===== src/rtl/demux16_collect.sv =====
// Serial bit collector: fills a 16-bit word by auto pointer or explicit select.
// Define DEMUX16_PARITY_EN to add a trailing even-parity check bit (par_err).
module demux16_collect #(
    parameter int N  = 16,
    parameter int SW = 4
) (
    input  logic          clk,
    input  logic          rst,
    input  logic          din,
    input  logic          din_valid,
    output logic          din_ready,
    input  logic          addr_mode,
    input  logic [SW-1:0] S,
    output logic [N-1:0]  W,
    output logic          word_valid,
    input  logic          word_ready,
    output logic [SW:0]   bit_cnt
`ifdef DEMUX16_PARITY_EN
    ,
    output logic          par_err
`endif
);

`ifdef DEMUX16_PARITY_EN
    typedef enum logic [1:0] {IDLE, FILL, PAR, HOLD} state_t;
`else
    typedef enum logic [1:0] {IDLE, FILL, HOLD} state_t;
`endif

    state_t        state, state_nx;
    logic [N-1:0]  mask;
    logic [N-1:0]  mask_nx;
    logic [SW-1:0] ptr;
    logic [SW-1:0] pos;
    logic          mode;
    logic          accept;

`ifdef DEMUX16_PARITY_EN
    assign din_ready = (state == FILL) || (state == PAR);
`else
    assign din_ready = (state == FILL);
`endif
    assign word_valid = (state == HOLD);
    assign accept     = din_valid && din_ready;
    assign pos        = mode ? S : ptr;
    assign mask_nx    = mask | (N'(1) << pos);

    always_ff @(posedge clk or posedge rst) begin
        if (rst) state <= IDLE;
        else     state <= state_nx;
    end

    always_comb begin
        state_nx = state;
        case (state)
            IDLE: state_nx = FILL;
            FILL: begin
                if (accept && (&mask_nx)) begin
`ifdef DEMUX16_PARITY_EN
                    state_nx = PAR;
`else
                    state_nx = HOLD;
`endif
                end
            end
`ifdef DEMUX16_PARITY_EN
            PAR:  if (accept) state_nx = HOLD;
`endif
            HOLD: if (word_ready) state_nx = IDLE;
            default: state_nx = IDLE;
        endcase
    end

    always_ff @(posedge clk or posedge rst) begin
        if (rst) begin
            W       <= '0;
            mask    <= '0;
            ptr     <= '0;
            bit_cnt <= '0;
            mode    <= 1'b0;
`ifdef DEMUX16_PARITY_EN
            par_err <= 1'b0;
`endif
        end else begin
            case (state)
                IDLE: begin
                    mode    <= addr_mode;
                    mask    <= '0;
                    ptr     <= '0;
                    bit_cnt <= '0;
`ifdef DEMUX16_PARITY_EN
                    par_err <= 1'b0;
`endif
                end
                FILL: begin
                    if (accept) begin
                        W[pos] <= din;
                        mask   <= mask_nx;
                        // Rewrites of a known position do not count.
                        if (!mask[pos]) bit_cnt <= bit_cnt + (SW+1)'(1);
                        if (!mode)      ptr     <= ptr + SW'(1);
                    end
                end
`ifdef DEMUX16_PARITY_EN
                PAR: begin
                    if (accept) par_err <= (^W) ^ din;
                end
`endif
                HOLD: begin
                    // Clear on hand-off so IDLE already reads an empty word.
                    if (word_ready) begin
                        mask    <= '0;
                        ptr     <= '0;
                        bit_cnt <= '0;
`ifdef DEMUX16_PARITY_EN
                        par_err <= 1'b0;
`endif
                    end
                end
                default: ;
            endcase
        end
    end

endmodule


===== config.mk =====
export PLATFORM = sky130hd
export DESIGN_NAME = demux16_collect
export DESIGN_NICKNAME = d
export VERILOG_FILES = /design/src/rtl/demux16_collect.sv
export SDC_FILE = /design/constraint.sdc
export NUM_CORES = 1
export LEC_CHECK = 0
export CAP_MARGIN = 25
export CORE_MARGIN = 10
export CORE_UTILIZATION = 40
export DETAILED_ROUTE_END_ITERATION = 7
export PLACE_DENSITY = 0.67
export RECOVER_POWER = 25
export SYNTH_ARGS = -nofsm -noshare
export SYNTH_HDL_FRONTEND = slang
export SYNTH_SLANG_ARGS = --single-unit

===== constraint.sdc =====
create_clock -name clk -period 5.6 [get_ports clk]
set_clock_uncertainty 0.1 [all_clocks]
set_input_delay 1.68 -clock clk [delete_from_list [all_inputs] [get_ports clk]]
set_output_delay 1.68 -clock clk [all_outputs]
set_load 0.02 [all_outputs]

== Word-level counts from Yosys, hierarchy flattened ==
Index checks and enable logic that the tools add are counted.
Operators by class
  multipliers: 0
  muxes and demuxes: 20
  order comparisons: 2
  reductions and logical operators: 11
  bitwise gates (word level): 1
  equal/unequal tests: 7
  shift operators: 1
  add/sub/neg operators: 2
  divide/modulo/power cells: 0
Operators with widths (number)
  $pmux 16 s3: 1
  $mux 16: 2
  $bwmux 16: 1
  $mux 4: 4
  $or 16x16->16: 1
  $reduce_and 16->1: 1
  $shl 1x4->16 const A: 1
  $mux 5: 3
  $pmux 5 s3: 1
  $pmux 4 s3: 1
  $reduce_and 4->1: 2
  $ne 2x1->1 const B: 3
  $pmux 2 s3: 1
  $add 5x1->5 const B: 1
  $lt 4x5->1 const B: 1
  $add 4x1->4 const B: 1
  $bmux 1 s4: 1
  $demux 1 s4: 1
  $ge 4x1->1 const B: 1
  $mux 2: 2
  $ne 2x2->1 const B: 2
  $reduce_and 2->1: 2
  $logic_and 1x1->1: 3
  $reduce_and 3->1: 1
  other kinds (5): 6
Word-level totals
  bits in latches: 0
  output and inout port bits: 23
  input bits: 10
  ROM bits: 0
  memories: 0
  register bits: 44
  memory bits (writable): 0

== Depth between registers and ports, before layout ==
Gate-level depths: netlist (run 1).
  word-level depth: 7
  depth in mapped cells: 10
  depth with buffers taken out: 6

== Least setup slack after synthesis (run 1) ==
No wires, ideal clock.
  path type: input to register
  from: in S[0]
  to: reg bit_cnt[3]
  arrival: 3.378 ns
  setup time: 0.078 ns
  stages: 7
  slack: 2.044 ns
  data required time: 5.422 ns
  path through: buf_6 -> mux2i_1 -> mux4_2 -> o211a_1 -> a31o_1 -> or3_1 -> a21oi_1
Between the ends
  cells in the longest elaborated chain, start to end: 5
RTL lines
  start: declaration: RTL line 13  | input logic [SW-1:0] S,
  $mux 4: RTL line 45  | assign pos = mode ? S : ptr;
  $bmux 1 s4: RTL line 100  | if (!mask[pos]) bit_cnt <= bit_cnt + (SW+1)'(1);
  $mux 1 (implied by the code): RTL line 100
  $ne 2x2->1 (no source line)
  $reduce_and 4->1 (no source line)
  end signal: assignment: RTL line 100
  end: declaration: RTL line 17  | output logic [SW:0] bit_cnt
No other way between the ends. The select of a mux whose other input is x is not followed.
A chain may end at the register's enable or synchronous reset.

==> flow_metrics.tcl, run 1 <==
set metrics [dict create \
    status "finished, violations left" \
    failed_checks "max-capacitance violations, max-slew violations" \
    synth.most_common_cell "dfrtp_1" \
    critPathCaptureType "async pin" \
    overflow 0 \
    min_path_type "reg2reg" \
    clk_path_buf_depth 2 \
    dp_hpwl_um 4370 \
    antenna_found_initial 0 \
    place_congestion 0.928 \
    async_flop_share_pct 100 \
    placed_area_um2 2740 \
    hold_viol 0 \
    max_freq_ghz 0.242 \
    synth_area_leader_cell "dfrtp_1" \
    boundaryPins 33 \
    drt_wl_total_um 6080 \
    grt.total_usage_pct 13.1 \
    p_int_uw 732 \
    syn_area_per_cell_um2 9.71 \
    ys_top_cells_by_area "dfrtp_1 (46%), mux2_2 (8.0%), a21oi_1 (7.3%)" \
    power_density_nw_per_um2 415 \
    ant_nets 0 \
    area_growth_pct 17.7 \
    p_sw_share_pct 37.5 \
    grt_max_degree 45 \
    critPathLaunchType "input port" \
    ir_drop_uv 232 \
    yosysUniqueCellTypes 44 \
    post-route-min-period_ns 4.13 \
    ys_ff_latch 44 \
    rr_startpoint "mode" \
    switchingPower_uw 439 \
    num-nets-final 288 \
    die_w_um 97.4 \
    dp.cells 344 \
    power.total_mw 1.17 \
    postCtsHoldBufs 0 \
    layout-drive-gt1-share_pct 13.0 \
    hp-start "W[0]" \
    ys_top_cells_by_count "dfrtp_1 (44), nand2_1 (39), a21oi_1 (35)" \
    fp.dieArea_um2 9490 \
    ys_seq_area_share_pct 45.9 \
    grt_pass1_wl_um 10500 \
    utilization_pct 47.9 \
    power_frac_seq_pct 42.3 \
    fin_crit_sh_pct 73.7 \
    synth_edf_count 0 \
    dp_slack_ns 1.40 \
    synthesis.instances 247 \
    io_buffers 32 \
    start_util_pct 40.7 \
    cp.arrival_ns 3.95 \
    critPathLaunch "rst" \
    whs_ns 0.410 \
    clk_latency_ns 0.29 \
    final_area_um2 2820 \
    root_buffer "clkbuf_8" \
    numCtsBuffers 5 \
    ys_dominant_reg_cell "dfrtp_1" \
    dr.pass1.iters 4 \
    synth_fp_nets 259 \
    yosys.area.top_type_share_pct 45.9 \
    setup_viol 0 \
    row_count 28 \
    finalSetupTns_ns 0 \
    cap_violations 1 \
    crit_fanout 44 \
    htreeDepth 2 \
    via_per_inst 5.54 \
    required_ns 5.43 \
    final_cells 351 \
    wl_per_cell_um 17.3 \
    tritoncts "done" \
    cts.repair.resized 0 \
    synth_area_um2 2400 \
    slew_headroom_pct -57.0 \
    slew_violations 45 \
    power_frac_clock_pct 16.5 \
    rsz0062_at_grt "no" \
    combPwrFrac_pct 41.2 \
    path_class "in2async" \
    vias 1944 \
    leakage_nw 1.25 \
    clock-sinks 44 \
    worst_pin_slew_ns 2.35 \
    antennaDiodeCount 0 \
    fp.dieH_um 97.4 \
    fin_ws_ns 1.47 \
    yosys_warnings 0 \
    core_area_um2 5890 \
    clkTransAtPathRegs_ns 0.08 \
    grt_pass1_vias 1987 \
    post_cts_buffers 0 \
    drc 0 \
    drt_iter0_markers 146 \
]
==> path summary, 6_finish.rpt <==
check / to / slack, ns / cells past startpoint
worst max-delay path: mask[5] / 1.47 / 3
worst min-delay path: W[0] / 0.41 / 1
worst max register to register: bit_cnt[3] / 2.74 / 6
worst min register to register: W[0] / 0.41 / 1
max in group clk: bit_cnt[3] / 1.71 / 7
min in group asynchronous: mode / 2.59 / 3
==> flip-flops by register name, indices dropped and copies added (netlist names) <==
name     count
W           16
ptr          4
bit_cnt      5
mode         1
mask        16
state        2
==> logic make-up after synthesis <==
| kind of cell | share of synthesized area [%] |
|---|---|
| and+or+nand+nor | 20.4 |
| AOI/OAI and AO/OA | 16.1 |
| DFF | 45.9 |
| muxes | 11.6 |
| buffers and inverters | 4.85 |
| adders and majority gates | 1.04 |
==> layout by cell type, fill, tap and decap left out, types with 2 or more instances in the layout <==
master and count:
nor2b_1 2, nand3b_1 6, a31o_1 2, buf_4 2, nor2_1 14, nor3_1 3
or3_1 4, nand3_1 5, mux4_2 3, nor4_1 4, clkdlybuf4s50_1 30, o41ai_1 3
clkbuf_8 5, a22oi_1 3, or3b_4 2, ha_1 2, o21a_1 3, and3_1 2
inv_1 6, dlygate4sd3_1 2, or3b_1 3, a21o_1 3, o21ai_0 10, mux2i_1 2
dfrtp_1 44, a21oi_1 35, mux2_2 17, nand2_1 39
==> power groups by stage <==
stage | sequential (mW) | clock [mW] | combinational, mW
6_report | 0.495 | 0.193 | 0.483
5_1_grt | 0.513 | 0.212 | 0.533
4_1_cts | 0.496 | 0.200 | 0.491
3_5_place_dp | 0.502 | 0 | 0.490
3_3_place_gp | 0.500 | 0 | 0.482
2_1_floorplan | 0.544 | 0 | 0.252
==> critical path: stages <==
cell	delay, ns
dlygate4sd3_1	0.54
clkinv_1	0.04
clkbuf_1	1.67
==> cell type report <==
cell class	instances	area [um^2]
Multi-Input combinational cell	183	1180
Tap cell	75	93.8
Fill cell	588	3060
Sequential cell	44	1100
Timing Repair Buffer	35	339
Clock buffer	5	68.8
Inverter	7	26.3
Clock inverter	2	12.5
==> layer usage <==
layer | track usage, % | up-vias | routed length, um
li1 | - | 939 | -
met1 | 17.3 | 941 | 2900
met2 | 19.9 | 53 | 2730
met3 | 3.70 | 11 | 342
met4 | 4.70 | 0 | 104
met5 | 0 | - | 0
Power figures use the tool's default switching activity.
==> inputs of run 2 (changes only) <==
--- a/config.mk
+++ b/config.mk
@@ -9,7 +9,7 @@
 export CORE_MARGIN = 10
 export CORE_UTILIZATION = 40
 export DETAILED_ROUTE_END_ITERATION = 7
-export PLACE_DENSITY = 0.67
+export PLACE_DENSITY = 0.7
 export RECOVER_POWER = 25
 export SYNTH_ARGS = -nofsm -noshare
 export SYNTH_HDL_FRONTEND = slang
==> constraint.sdc (replaced) <==
create_clock -name clk -period 3.6 [get_ports clk]
set_clock_uncertainty 0.1 [all_clocks]
set_input_delay 1.08 -clock clk [delete_from_list [all_inputs] [get_ports clk]]
set_output_delay 1.08 -clock clk [all_outputs]
set_load 0.02 [all_outputs]
==> run 2 against run 1 <==
Compared with the run above:
- largest cell class unchanged
- cell area is 4.1% higher
- core utilization is 2.0 points higher
- the run now ends clean
- wire length is 4.3% higher
- global-route usage is 0.31 points higher
==> flow_metrics.tcl, run 2 (synthesis gave the netlist of run 1 again) <==
set metrics [dict create \
    multi_input_area_um2 1180 \
    grt_max_degree 23 \
    placed_area_um2 2810 \
    io_buffers 32 \
    worst_pin_slew_ns 0.773 \
    whs_ns 0.415 \
    ff_latch_area_um2 1100 \
    layout_common_cells "dfrtp_1 (44), nand2_1 (39), a21oi_1 (35)" \
    row_count 28 \
    crit_chain "clkdlybuf4s50_1 > mux2i_1 > mux4_2 > o211a_1 > a31o_1 > or3_1 > a21oi_1" \
    tritoncts "done" \
    critPathBufInv 1 \
    dp_hpwl_um 4760 \
    leakage_nw 1.31 \
    slew_violations 0 \
    antennaDiodeCount 0 \
    numCtsBuffers 5 \
    htreeDepth 2 \
    cp.arrival_ns 3.32 \
    clk_latency_ns 0.30 \
    fp.dieArea_um2 9490 \
    hold_viol 0 \
    post_cts_buffers 0 \
    boundaryPins 33 \
    reg.largest.list "W: 16 flops, mask: 16 flops, bit_cnt: 5 flops" \
    root_buffer "clkbuf_8" \
    postCtsHoldBufs 0 \
    rsz0062_at_grt "no" \
    crit_slowest_cell "clkdlybuf4s50_1" \
    grt.total_usage_pct 13.5 \
    start_util_pct 40.7 \
    required_ns 3.73 \
    vias 1990 \
    cts.repair.resized 0 \
    power_density_nw_per_um2 678 \
    antenna_found_initial 0 \
    num-nets-final 297 \
    final_area_um2 2940 \
    status "finished clean" \
    clock-sinks 44 \
    critPathCaptureType "flop" \
    slew_headroom_pct 48.1 \
    drt_wl_total_um 6340 \
    grt_pass1_vias 2020 \
    cap_violations 0 \
    clk_path_buf_depth 2 \
    path_class "in2reg" \
    fp.dieH_um 97.4 \
    area_growth_pct 22.5 \
    core_area_um2 5890 \
    drc 0 \
    finalSetupTns_ns 0 \
    ir_drop_uv 342 \
    crit_fanout 9 \
    fin_crit_sh_pct 88.4 \
    dr.pass1.iters 4 \
    critPathMaxStageDelay_ns 0.56 \
    final_common_cell "dfrtp_1" \
    via_per_inst 5.53 \
    setup_viol 0 \
    place_congestion 0.946 \
    n_fill_cell 550 \
    critPathTopFamily "multiplexers" \
    overflow 0 \
    grt_pass1_wl_um 10800 \
    clkTransAtPathRegs_ns 0.09 \
    min_path_type "reg2reg" \
    utilization_pct 49.9 \
    max_freq_ghz 0.314 \
    drt_iter0_markers 218 \
    ant_nets 0 \
    post-route-min-period_ns 3.18 \
    critPathLaunchType "input port" \
    die_w_um 97.4 \
    layout-drive-gt1-share_pct 15.8 \
    wl_per_cell_um 17.6 \
]
==> run 2: changes by cell type in the layout (fill, tap and decap cells not counted) <==
cell and delta:
buf_4 +9, clkinvlp_4 -1, clkinv_2 -1, bufinv_16 +2
==> run 2: where the power goes <==
group | total [mW] | switching, mW | leakage [nW] | internal [mW]
combinational | 0.776 | 0.387 | 0.676 | 0.389
clock | 0.447 | 0.174 | 0.0642 | 0.273
sequential | 0.767 | 0.135 | 0.574 | 0.632
==> run 2: worst register-to-register path, cell delays in order, from the launching register on <==
cell,delay (ns)
dfrtp_1,0.66
buf_4,0.28
or3b_1,0.41
nand2_1,0.22
a21oi_1,0.11
nor4_1,0.35
nand4_1,0.21
nor2b_1,0.17
==> run 2: stage by stage <==
step	std cells	power (mW)	setup slack (ns)
floorplan	247	1.24	0.644
global placement	353	1.54	0.118
detailed placement	353	1.56	0.0886
CTS	360	2.01	0.419
global route	360	2.12	0.276
finish	360	1.99	0.416
==> run 2: area by class of cell <==
type                    instances  area share [%]
repair buffers                 44            13.8
flip-flops and latches         44            37.5
multi-input cells             183            40.2
clock inverters                 2            2.05
well taps                      75            3.20
clock buffers                   5            2.34
inverters                       7           0.895
==> run 2: path summary, 6_finish.rpt <==
kind                       depth (start not counted)  slack [ns]    endpoint  start
hold / removal                                     1        0.41        W[2]   W[2]
setup / recovery                                   7        0.42  bit_cnt[3]   S[0]
min in group asynchronous                          2        1.17     mask[8]    rst
max in group asynchronous                          3        1.39        mode    rst
setup reg to reg                                   7        0.98    state[0]   mode
hold reg to reg                                    1        0.41        W[2]   W[2]
==> run 2: metal layers <==
| metal | global-route usage [%] | vias up | part of all wire (%) |
|---|---|---|---|
| li1 | - | 964 | - |
| met1 | 17.6 | 978 | 47 |
| met2 | 21.4 | 44 | 47 |
| met3 | 3.49 | 4 | 5.9 |
| met4 | 3.58 | 0 | 0.57 |
| met5 | 0 | - | 0 |
